$ cat src/rtl/int_mac_unit_pkg.sv
// Shared types for the integer multiply/accumulate unit: token layouts,
// packed opcode, pipeline stage token and the attribute-drop FSM states.
package int_mac_unit_pkg;

   localparam int WIDTH_COND = 3;
   localparam int WIDTH_TK   = 32;

   typedef logic [(1 << WIDTH_COND) - 1:0] cond_t;

   typedef struct packed {
      logic                v;
      logic                a;
      logic                c;
      logic                r;
      logic [WIDTH_TK-1:0] d;
   } FTk_t;

   typedef struct packed {
      logic n;
      logic t;
      logic v;
      logic c;
   } BTk_t;

   typedef struct packed {
      logic outCondF;
      logic outCondB;
      logic accumulate;
      logic highSel;
      logic saturate;
      logic signedMode;
   } opcode_mac_t;

   // Token travelling down the pipeline with its sampled mode bits.
   typedef struct packed {
      FTk_t                  tk;
      logic                  sign;
      logic                  cond;
      opcode_mac_t           op;
      logic [2*WIDTH_TK-1:0] mag;
   } mac_stage_t;

   typedef enum logic [1:0] {
      ST_IDLE,
      ST_HDR,
      ST_RUN
   } mac_state_t;

endpackage

$ cat src/rtl/int_mac_unit_pprod.sv
// First pipeline stage logic: operand magnitudes and the four
// half-width partial products of the magnitude multiply.
module int_mac_pprod #(
   parameter int WIDTH_DATA = 32
) (
   input  logic                  signedMode,
   input  logic [WIDTH_DATA-1:0] operandA,
   input  logic [WIDTH_DATA-1:0] operandB,
   output logic                  sign,
   output logic [WIDTH_DATA-1:0] ppLL,
   output logic [WIDTH_DATA-1:0] ppLH,
   output logic [WIDTH_DATA-1:0] ppHL,
   output logic [WIDTH_DATA-1:0] ppHH
);

   localparam int H = WIDTH_DATA / 2;

   logic [WIDTH_DATA-1:0]      magA;
   logic [WIDTH_DATA-1:0]      magB;
   logic [1:0][H-1:0]          halfA;
   logic [1:0][H-1:0]          halfB;
   logic [3:0][WIDTH_DATA-1:0] pp;

   // The most negative value negates to itself, which reads correctly as an unsigned magnitude.
   assign magA  = (signedMode & operandA[WIDTH_DATA-1]) ? -operandA : operandA;
   assign magB  = (signedMode & operandB[WIDTH_DATA-1]) ? -operandB : operandB;
   assign sign  = signedMode & (operandA[WIDTH_DATA-1] ^ operandB[WIDTH_DATA-1]);
   assign halfA = magA;
   assign halfB = magB;

   genvar gi;
   generate
      for (gi = 0; gi < 4; gi++) begin : g_pp
         assign pp[gi] = {{H{1'b0}}, halfA[gi / 2]} * {{H{1'b0}}, halfB[gi % 2]};
      end
   endgenerate

   assign ppLL = pp[0];
   assign ppLH = pp[1];
   assign ppHL = pp[2];
   assign ppHH = pp[3];

endmodule

$ cat src/rtl/int_mac_unit.sv
// Three-stage stallable integer multiply/MAC with header drop and saturation.
// Define INT_MAC_ACC_EN to build the accumulator and accumulate mode.
module int_mac_unit
   import int_mac_unit_pkg::*;
#(
   parameter int WIDTH_DATA = WIDTH_TK,
   parameter int WIDTH_ACC  = 2 * WIDTH_DATA
) (
   input  logic        clock,
   input  logic        reset,
   input  logic        I_En,
   input  opcode_mac_t I_Opcode,
   input  cond_t       I_Cond,
   input  FTk_t        I_OperandA,
   input  FTk_t        I_OperandB,
   output FTk_t        O_Result,
   input  BTk_t        I_BTk,
   output BTk_t        O_BTk
);

   localparam int W  = WIDTH_DATA;
   localparam int H  = WIDTH_DATA / 2;
   localparam int W2 = 2 * WIDTH_DATA;

   mac_state_t            stateReg, stateNext;
   logic                  enPrevReg;
   logic                  adv, accept, dropPair;
   mac_stage_t            s1Reg, s1Next, s2Reg, s2Next, s3Reg, s3Next;
   logic [3:0][W-1:0]     ppReg, ppNext;
   logic                  pSign;
   logic [W:0]            midSum;
   logic [W2-1:0]         prodMag, prodSigned;
   logic [WIDTH_ACC-1:0]  prodExt, accValue;
   logic [W-1:0]          selWord, dOut;
   logic                  overflowed, condBit;
   logic [WIDTH_COND-1:0] condIdx;

   // The whole pipeline freezes only when a valid result is being held back.
   assign adv    = ~(I_BTk.n & s3Reg.tk.v);
   assign accept = I_En & I_OperandA.v & I_OperandB.v & adv;

   always_comb begin
      stateNext = stateReg;
      dropPair  = 1'b1;
      if (!I_En) begin
         stateNext = ST_IDLE;
      end else begin
         case (stateReg)
            ST_IDLE: if (!enPrevReg) stateNext = ST_HDR;
            ST_HDR:  if (accept) stateNext = ST_RUN;
            ST_RUN:  dropPair = 1'b0;
            default: stateNext = ST_IDLE;
         endcase
         if (accept && I_OperandA.r) stateNext = ST_IDLE;
      end
   end

   always_ff @(posedge clock) begin
      if (reset) begin
         stateReg  <= ST_IDLE;
         enPrevReg <= 1'b0;
      end else begin
         stateReg  <= stateNext;
         enPrevReg <= I_En;
      end
   end

   int_mac_pprod #(.WIDTH_DATA(W)) u_pprod (
      .signedMode (I_Opcode.signedMode),
      .operandA   (I_OperandA.d[W-1:0]),
      .operandB   (I_OperandB.d[W-1:0]),
      .sign       (pSign),
      .ppLL       (ppNext[0]),
      .ppLH       (ppNext[1]),
      .ppHL       (ppNext[2]),
      .ppHH       (ppNext[3])
   );

   always_comb begin
      s1Next = '0;
      if (accept && !dropPair) begin
         s1Next.tk.v = 1'b1;
         s1Next.tk.c = I_OperandA.c;
         s1Next.tk.r = I_OperandA.r;
         s1Next.sign = pSign;
         s1Next.op   = I_Opcode;
      end
   end

   assign midSum  = {1'b0, ppReg[1]} + {1'b0, ppReg[2]};
   assign prodMag = W2'(ppReg[0]) + (W2'(midSum) << H) + (W2'(ppReg[3]) << W);

   always_comb begin
      s2Next     = s1Reg;
      s2Next.mag = s1Reg.tk.v ? prodMag : '0;
   end

`ifdef INT_MAC_ACC_EN
   logic [WIDTH_ACC-1:0] accReg;
   logic [WIDTH_ACC-1:0] accSum;

   assign accSum = accReg + prodExt;

   always_ff @(posedge clock) begin
      if (reset) begin
         accReg <= '0;
      end else if (adv && s2Reg.tk.v && s2Reg.op.accumulate) begin
         accReg <= s2Reg.tk.r ? '0 : accSum;
      end
   end
`endif

   always_comb begin
      prodSigned = s2Reg.sign ? -s2Reg.mag : s2Reg.mag;
      if (s2Reg.op.signedMode) prodExt = WIDTH_ACC'($signed(prodSigned));
      else                     prodExt = WIDTH_ACC'(prodSigned);
`ifdef INT_MAC_ACC_EN
      accValue = s2Reg.op.accumulate ? accSum : prodExt;
`else
      accValue = prodExt;
`endif
      if (s2Reg.op.signedMode)
         overflowed = ~((&accValue[WIDTH_ACC-1:W-1]) | ~(|accValue[WIDTH_ACC-1:W-1]));
      else
         overflowed = |accValue[WIDTH_ACC-1:W];
      selWord = s2Reg.op.highSel ? accValue[W2-1:W] : accValue[W-1:0];
      dOut    = selWord;
      if (!s2Reg.op.highSel && s2Reg.op.saturate && overflowed) begin
         if (!s2Reg.op.signedMode)       dOut = '1;
         else if (accValue[WIDTH_ACC-1]) dOut = {1'b1, {(W-1){1'b0}}};
         else                            dOut = {1'b0, {(W-1){1'b1}}};
      end
      condIdx     = {selWord[W-1], overflowed, dOut == '0};
      condBit     = I_Cond[condIdx];
      s3Next      = s2Reg;
      s3Next.tk.d = dOut;
      s3Next.tk.c = s2Reg.op.outCondF ? condBit : s2Reg.tk.c;
      s3Next.cond = condBit;
   end

   always_ff @(posedge clock) begin
      if (reset) begin
         s1Reg <= '0;
         s2Reg <= '0;
         s3Reg <= '0;
         ppReg <= '0;
      end else if (adv) begin
         s1Reg <= s1Next;
         s2Reg <= s2Next;
         s3Reg <= s3Next;
         ppReg <= ppNext;
      end
   end

   assign O_Result = s3Reg.tk;

   always_comb begin
      O_BTk   = I_BTk;
      O_BTk.n = ~adv;
      if (s3Reg.op.outCondB) begin
         O_BTk.v = s3Reg.tk.c;
         O_BTk.c = s3Reg.cond;
      end
   end

endmodule

$ cat config.mk
export PLATFORM = sky130hd
export DESIGN_NAME = int_mac_unit
export DESIGN_NICKNAME = d
export VERILOG_FILES = /design/src/rtl/int_mac_unit_pkg.sv /design/src/rtl/int_mac_unit_pprod.sv /design/src/rtl/int_mac_unit.sv
export SDC_FILE = /design/constraint.sdc
export NUM_CORES = 2
export LEC_CHECK = 0
export CAP_MARGIN = 20
export CORE_MARGIN = 1
export CORE_UTILIZATION = 41
export CTS_CLUSTER_SIZE = 30
export DETAILED_ROUTE_END_ITERATION = 7
export PLACE_DENSITY_LB_ADDON = 0.08
export RECOVER_POWER = 100
export SLEW_MARGIN = 30
export SYNTH_ARGS = -nofsm -noshare
export SYNTH_HDL_FRONTEND = slang
export SYNTH_SLANG_ARGS = --single-unit
$ cat constraint.sdc
create_clock -name clock -period 20.6 [get_ports clock]
set_clock_uncertainty 0.05 [all_clocks]
set_input_delay 3.09 -clock clock [delete_from_list [all_inputs] [get_ports clock]]
set_output_delay 3.09 -clock clock [all_outputs]
set_load 0.03 [all_outputs]
[After elaboration in Yosys (flattened, before gate mapping)]
Index checks and enable logic that the tools add are counted.
Cells by class
  add/subtract/negate cells: 6
  $mul: 4
  order comparisons: 1
  equality and inequality tests: 4
  muxes and demuxes: 22
  bitwise operators: 14
  reductions and logical operators: 13
Operator list (count)
  2-to-1 mux 32 bit: 6
  multiplier 16 x 16 -> 32 bit: 4
  2-to-1 mux 64 bit: 2
  adder 50 x 64 -> 64 bit: 1
  negator 32 bit: 2
  negator 64 bit: 1
  adder 32 x 49 -> 50 bit: 1
  adder 32 x 32 -> 33 bit: 1
  AND reduction 33 bit: 1
  OR reduction 33 bit: 1
  logical NOT 32 bit: 1
  OR reduction 32 bit: 1
  2-to-1 mux 2 bit: 4
  bitwise AND 1 bit: 7
  2-to-1 mux 1 bit: 7
  2-to-1 mux 6 bit: 1
  one-hot mux 2 bit (3 select lines): 1
  inverter 1 bit: 5
  logical AND 1 bit: 4
  less-than comparator 3 x 4 -> 1 bit (second input constant): 1
  != test 2 bit (second input constant): 2
  binary-select mux 1 bit (select 3 bit): 1
  AND reduction 3 bit: 1
  OR reduction 3 bit: 1
  6 further kinds: 7
Word-level totals
  register bits after elaboration: 250
  bits of input ports: 93
  output and inout port bits: 40
  word-level logic and storage cells: 95

[Depth between registers and ports, before layout]
  depth in word-level cells: 13
  mapped depth: 38
  mapped depth without buffers: 37

[Modules after synthesis]
From an unflattened synthesis, not the netlist that was laid out.
Second synthesis, totals
  cells, all modules: 6197
  area total of the unflattened synthesis: 49832.8 µm²
Modules (own cells, without submodules)
  int_mac_pprod: times used 1, cells each 4164, area each 34508.1 µm², seq. area each 0.0 µm²
  int_mac_unit: times used 1, cells each 2033, area each 15324.7 µm², seq. area each 5004.8 µm²

[Worst setup path before layout]
OpenSTA, ideal clock, no wires.
  kind: in2reg
  from: input I_OperandB[0] in the netlist's numbering
  to: register ppReg[63] in the netlist's numbering
  library setup time: 86 ps
  data arrival time: 11610 ps
  data required time: 20464 ps
  setup slack: 8855 ps
  cell stages on the path: 35
  path buffers: 2
  cells stage by stage: inv_1 clkbuf_1 ha_1 nand2_1 nor3_1 and2_1 nand2_1 nor4_1 a31oi_1 xnor2_1 clkbuf_1 nor2_1 fa_1 inv_1 fa_1 fa_1 fa_1 inv_1 fa_1 inv_1 fa_1 inv_1 ha_1 a21o_1 a21oi_1 o21bai_1 o21ai_0 a21oi_1 o41ai_1 o211ai_1 o41a_1 a311oi_1 a21oi_1 xnor2_1 a211oi_1
On the way
  longest elaborated chain between the ends: 3
Ends and longest elaborated chain
  start: declaration: line int_mac_unit.sv:15  | input FTk_t I_OperandB,
  negator 32 bit: line int_mac_unit_pprod.sv:26  | assign magB = (signedMode & operandB[WIDTH_DATA-1]) ? -operandB : operandB;
  2-to-1 mux 32 bit: line int_mac_unit_pprod.sv:26
  multiplier 16 x 16 -> 32 bit: line int_mac_unit_pprod.sv:34  | assign pp[gi] = {{H{1'b0}}, halfA[gi / 2]} * {{H{1'b0}}, halfB[gi % 2]};
  end signal: assignment: line int_mac_unit.sv:151  | ppReg <= ppNext;
  end: declaration: line int_mac_unit.sv:29  | logic [3:0][W-1:0] ppReg, ppNext;
No other way between the ends.
A chain may end at the register's enable or synchronous reset.

[Worst setup path after layout]
Same ends and word-level chain as after synthesis.

==> impl_summary.md <==
Cells and area
The fraction of final layout cells sized beyond drive strength 1 is 0.04848. After filler insertion, the fill cell instance count of the layout stands at 11,910. The net count of the finished layout is 7,353. Relative to the synthesized area, the layout overhead comes to 9.712%.

Clock tree
The number of sinks on the clock net is 250. The clock reaches the later pin of the worst-skew pair after ~0.57 ns. The number of hold buffers added after CTS was 0. The number of clock buffers added by TritonCTS is 34. The number of gates resized after cts is 0. The clock root buffer is clkbuf_16. The setup fix buffers added after clock tree synthesis is 0.

In this run the deepest clock path goes through 3 buffers. The clock tree from TritonCTS is built. After clock tree synthesis, the clock-pin slew on the worst setup and hold paths is about 0.060 ns.

The maximum level of the CTS H-tree is 2.

STA
In the finished design, the share of the clock period the worst path needs comes to 0.7732. Setup violations remaining at the end of the flow were counted as 0. The count of endpoints failing hold in the final timing report came to 0. Summed over all failing endpoints, the final setup total negative slack is 0 ns. The final critical delay including setup and external delays is between 15 and 20 ns. The count of final max-slew check failures is 352. Setup repair after global routing left no endpoint under its margin. The maximum clock rate is 0.06279 GHz.

For the pin with the worst max-slew slack, the measured transition is 4.056 ns. The tightest slew margin relative to the limit is -1.704.

Placed design
The count of buffers added on input and output ports is 122. The routability congestion estimate from global placement is 0.8979. The post-DP HPWL is 129,600 um.

Yosys
Synthesis handed over a netlist of 6,025 instances. The distinct cell type count of the synthesized netlist is 86. The number of enable flip-flop cells after synthesis is 0. The primary flip-flop cell chosen by synthesis mapping is dfxtp_1. The portion of synthesized area spent on multiplexers is 0.002620. Of the total synthesized cell area, the portion taken by XOR and XNOR cells is 0.05772. The total nets after synthesis is 7,380. The share of the synthesized area in compound gates (AO/OA/AOI/OAI) is 0.1102.

A synthesized cell averages around 8 um2. The synthesized design contains between 200 and 300 register bits. Yosys printed 0 warnings. The share of flip-flops with an asynchronous set or reset after synthesis is 0.

By area, the combinational part of the netlist is dominated by adder cells. Of the total synthesized cell area, the portion taken by AND, OR, NAND and NOR gates is 0.1808. The cell area that synthesis handed to floorplanning was 0.04871 mm2. Of the total synthesized cell area, the portion taken by full adders, half adders and majority gates is 0.4441. For this run, the register share of the synthesized area comes to 0.1027.

Detailed routing
The routed design has between 150,000 and 200,000 um of wire. The detail route stage leaves a number of antenna-violating nets equal to 0. After detailed routing, the number of remaining DRC violations is 0. The detailed-route vias per instance is 5.440. The first routing iteration left 2,758 violations. For this run, the detailed router's first-pass iteration total came to 5. The routed length per instance is 22.18 um. The routed layout has 41,140 vias.

Outcome
The checks that failed: max-capacitance violations, max-slew violations. The flow ran to the end, but the final reports show violations.

Floorplan
In this run the vertical extent of the chip is 346.7 um. After floorplanning, the core was sized to cover 0.1179 mm2. The floorplan die width is 346.7 um. The die area is roughly 0.12 mm2. The number of I/O pins is 133.

The initial utilization of the core area, before any placement, comes to 0.4131. Row generation in the floorplan step produced 126 rows.

Worst setup path
The worst setup path is launched from a primary input. Counting cells, the worst reg-to-reg path comes to 14. The worst setup path is captured at a flip-flop.

Of all nets on the critical path, the largest fanout is 32. The dominant delay contributor by cell family on the critical path is buffers and inverters. The cell depth of the worst setup path is 37. The dominant cell type by count on the critical path is fa_1. For the worst setup path, the data arrival time is roughly 16 ns. In this design, the stage delay of the slowest critical-path cell is about 1.7 ns. STA puts the critical path data required time at around 21 ns. On the critical path, the stage with the largest delay is an instance of clkbuf_1. The beginning of the critical path is I_OperandB[0]. The critical path is of the in -> reg type.

Counting both buffers and inverters, the worst setup path holds a total of 9. The startpoint identified for the worst register-to-register timing path is s2Reg[2].

Global routing
The maximum number of pins on one net before global-route repair is 90. In the global route stage, met3 resource usage came out at 0.04281. For met1 alone, demand over resource in global routing was 0.3772. The number of antenna violations at the first check in global routing is 4.

In the global route stage, overall resource usage came out at 0.2823. met2 is the most crowded layer. The first-pass GRT wire length is 257,800 um. The number of global-route vias before repair is 41,850. For this run, global-route usage on met2 was measured as 0.4585. The total overflow reported by the global router is 0.

Hold path
The path class of the lowest-slack min-delay path is reg -> reg. The hold path depth is 2. The launch point of the worst hold path is O_Result[32].

Flow run
The number of max-capacitance violations reported is 7.
-- cell type report --
class                           count  area [um2]  area share
Inverter                          949        3563     0.06668
Clock buffer                       41       897.1     0.01679
Timing Repair Buffer              264        2247     0.04205
Antenna cell                        3       7.507   0.0001405
Tap cell                         1536        1922     0.03596
Multi-Input combinational cell   4499       39420      0.7376
Clock inverter                     20       376.6    0.007047
Sequential cell                   250        5007     0.09370
-- per-layer routing --
| layer | vias up | wire length, um |
|---|---|---|
| met3 | 305 | 10650 |
| li1 | 19060 | - |
| met1 | 20480 | 73520 |
| met4 | 6 | 7423 |
| met5 | - | 39 |
| met2 | 1282 | 76100 |
-- final timing paths --
path / to / slack (ns)
max: ppReg[63] / 4.67
min: O_Result[32] / 0.40
max reg2reg: s3Reg[70] / 13.72
min reg2reg: O_Result[32] / 0.40
-- sequential cells by signal (all words and copies together), names as in the netlist --
register	cells
O_Result	35
enPrevReg	1
ppReg	128
s1Reg	9
s2Reg	73
s3Reg	2
stateReg	2
-- layout by cell type, fill, tap and decap left out, types with 49 or more instances in the layout --
cell,instances
inv_1,947
clkdlybuf4s50_1,83
nand2_1,908
ha_1,484
fa_1,778
buf_4,133
a21oi_1,297
a21o_1,53
nor2_1,707
nor3_1,79
xnor2_1,158
xor2_1,106
o21ai_0,157
nand3_1,96
dfxtp_1,248
or3_1,49
-- worst min-delay path: stages, from the launching register on --
cell and delay (ns):
dfxtp_1 0.31, nand2_1 0.05, a21oi_1 0.05
-- stage by stage --
step	hold slack, ns	instance area [um2]	util	setup WS [ns]	cells
finish	0.3985	53440	0.4532	4.673	7562
global route	0.4188	53440	0.4531	4.002	7560
detailed placement	0.3965	52210	0.4427	6.614	7498
floorplan	0.3771	48710	-	8.855	6025
global placement	0.3909	52200	0.4427	6.593	7498
CTS	0.4019	53480	0.4535	7.165	7559
-- cells by family (layout without fill, tap and decap cells) --
kind of cell / after synthesis / in the layout
adder cells (fa/ha/maj): 1262 / 1262
multiplexers: 12 / 12
XOR/XNOR: 321 / 321
flip-flops: 250 / 250
AND/OR/NAND/NOR: 2063 / 2063
other: 1 / 4
buffers and inverters: 1276 / 1274
AO/OA/AOI/OAI: 840 / 840
-- synthesized netlist by cell type (49+ instances only) --
| cell type | count | share of area |
|---|---|---|
| ha_1 | 484 | 0.12 |
| a21oi_1 | 297 | 0.031 |
| nand2_1 | 909 | 0.070 |
| a21o_1 | 53 | 0.0082 |
| o21ai_0 | 147 | 0.015 |
| xor2_1 | 125 | 0.022 |
| dfxtp_1 | 250 | 0.10 |
| or3_1 | 49 | 0.0063 |
| nor3_1 | 79 | 0.0081 |
| clkbuf_1 | 268 | 0.021 |
| fa_1 | 778 | 0.32 |
| nand3_1 | 96 | 0.0099 |
| nor2_1 | 707 | 0.054 |
| xnor2_1 | 196 | 0.035 |
| inv_1 | 948 | 0.073 |
Power is left out: the tool's default activity adds up to more than one toggle a clock period on the data nets, which glitch-free logic cannot reach.
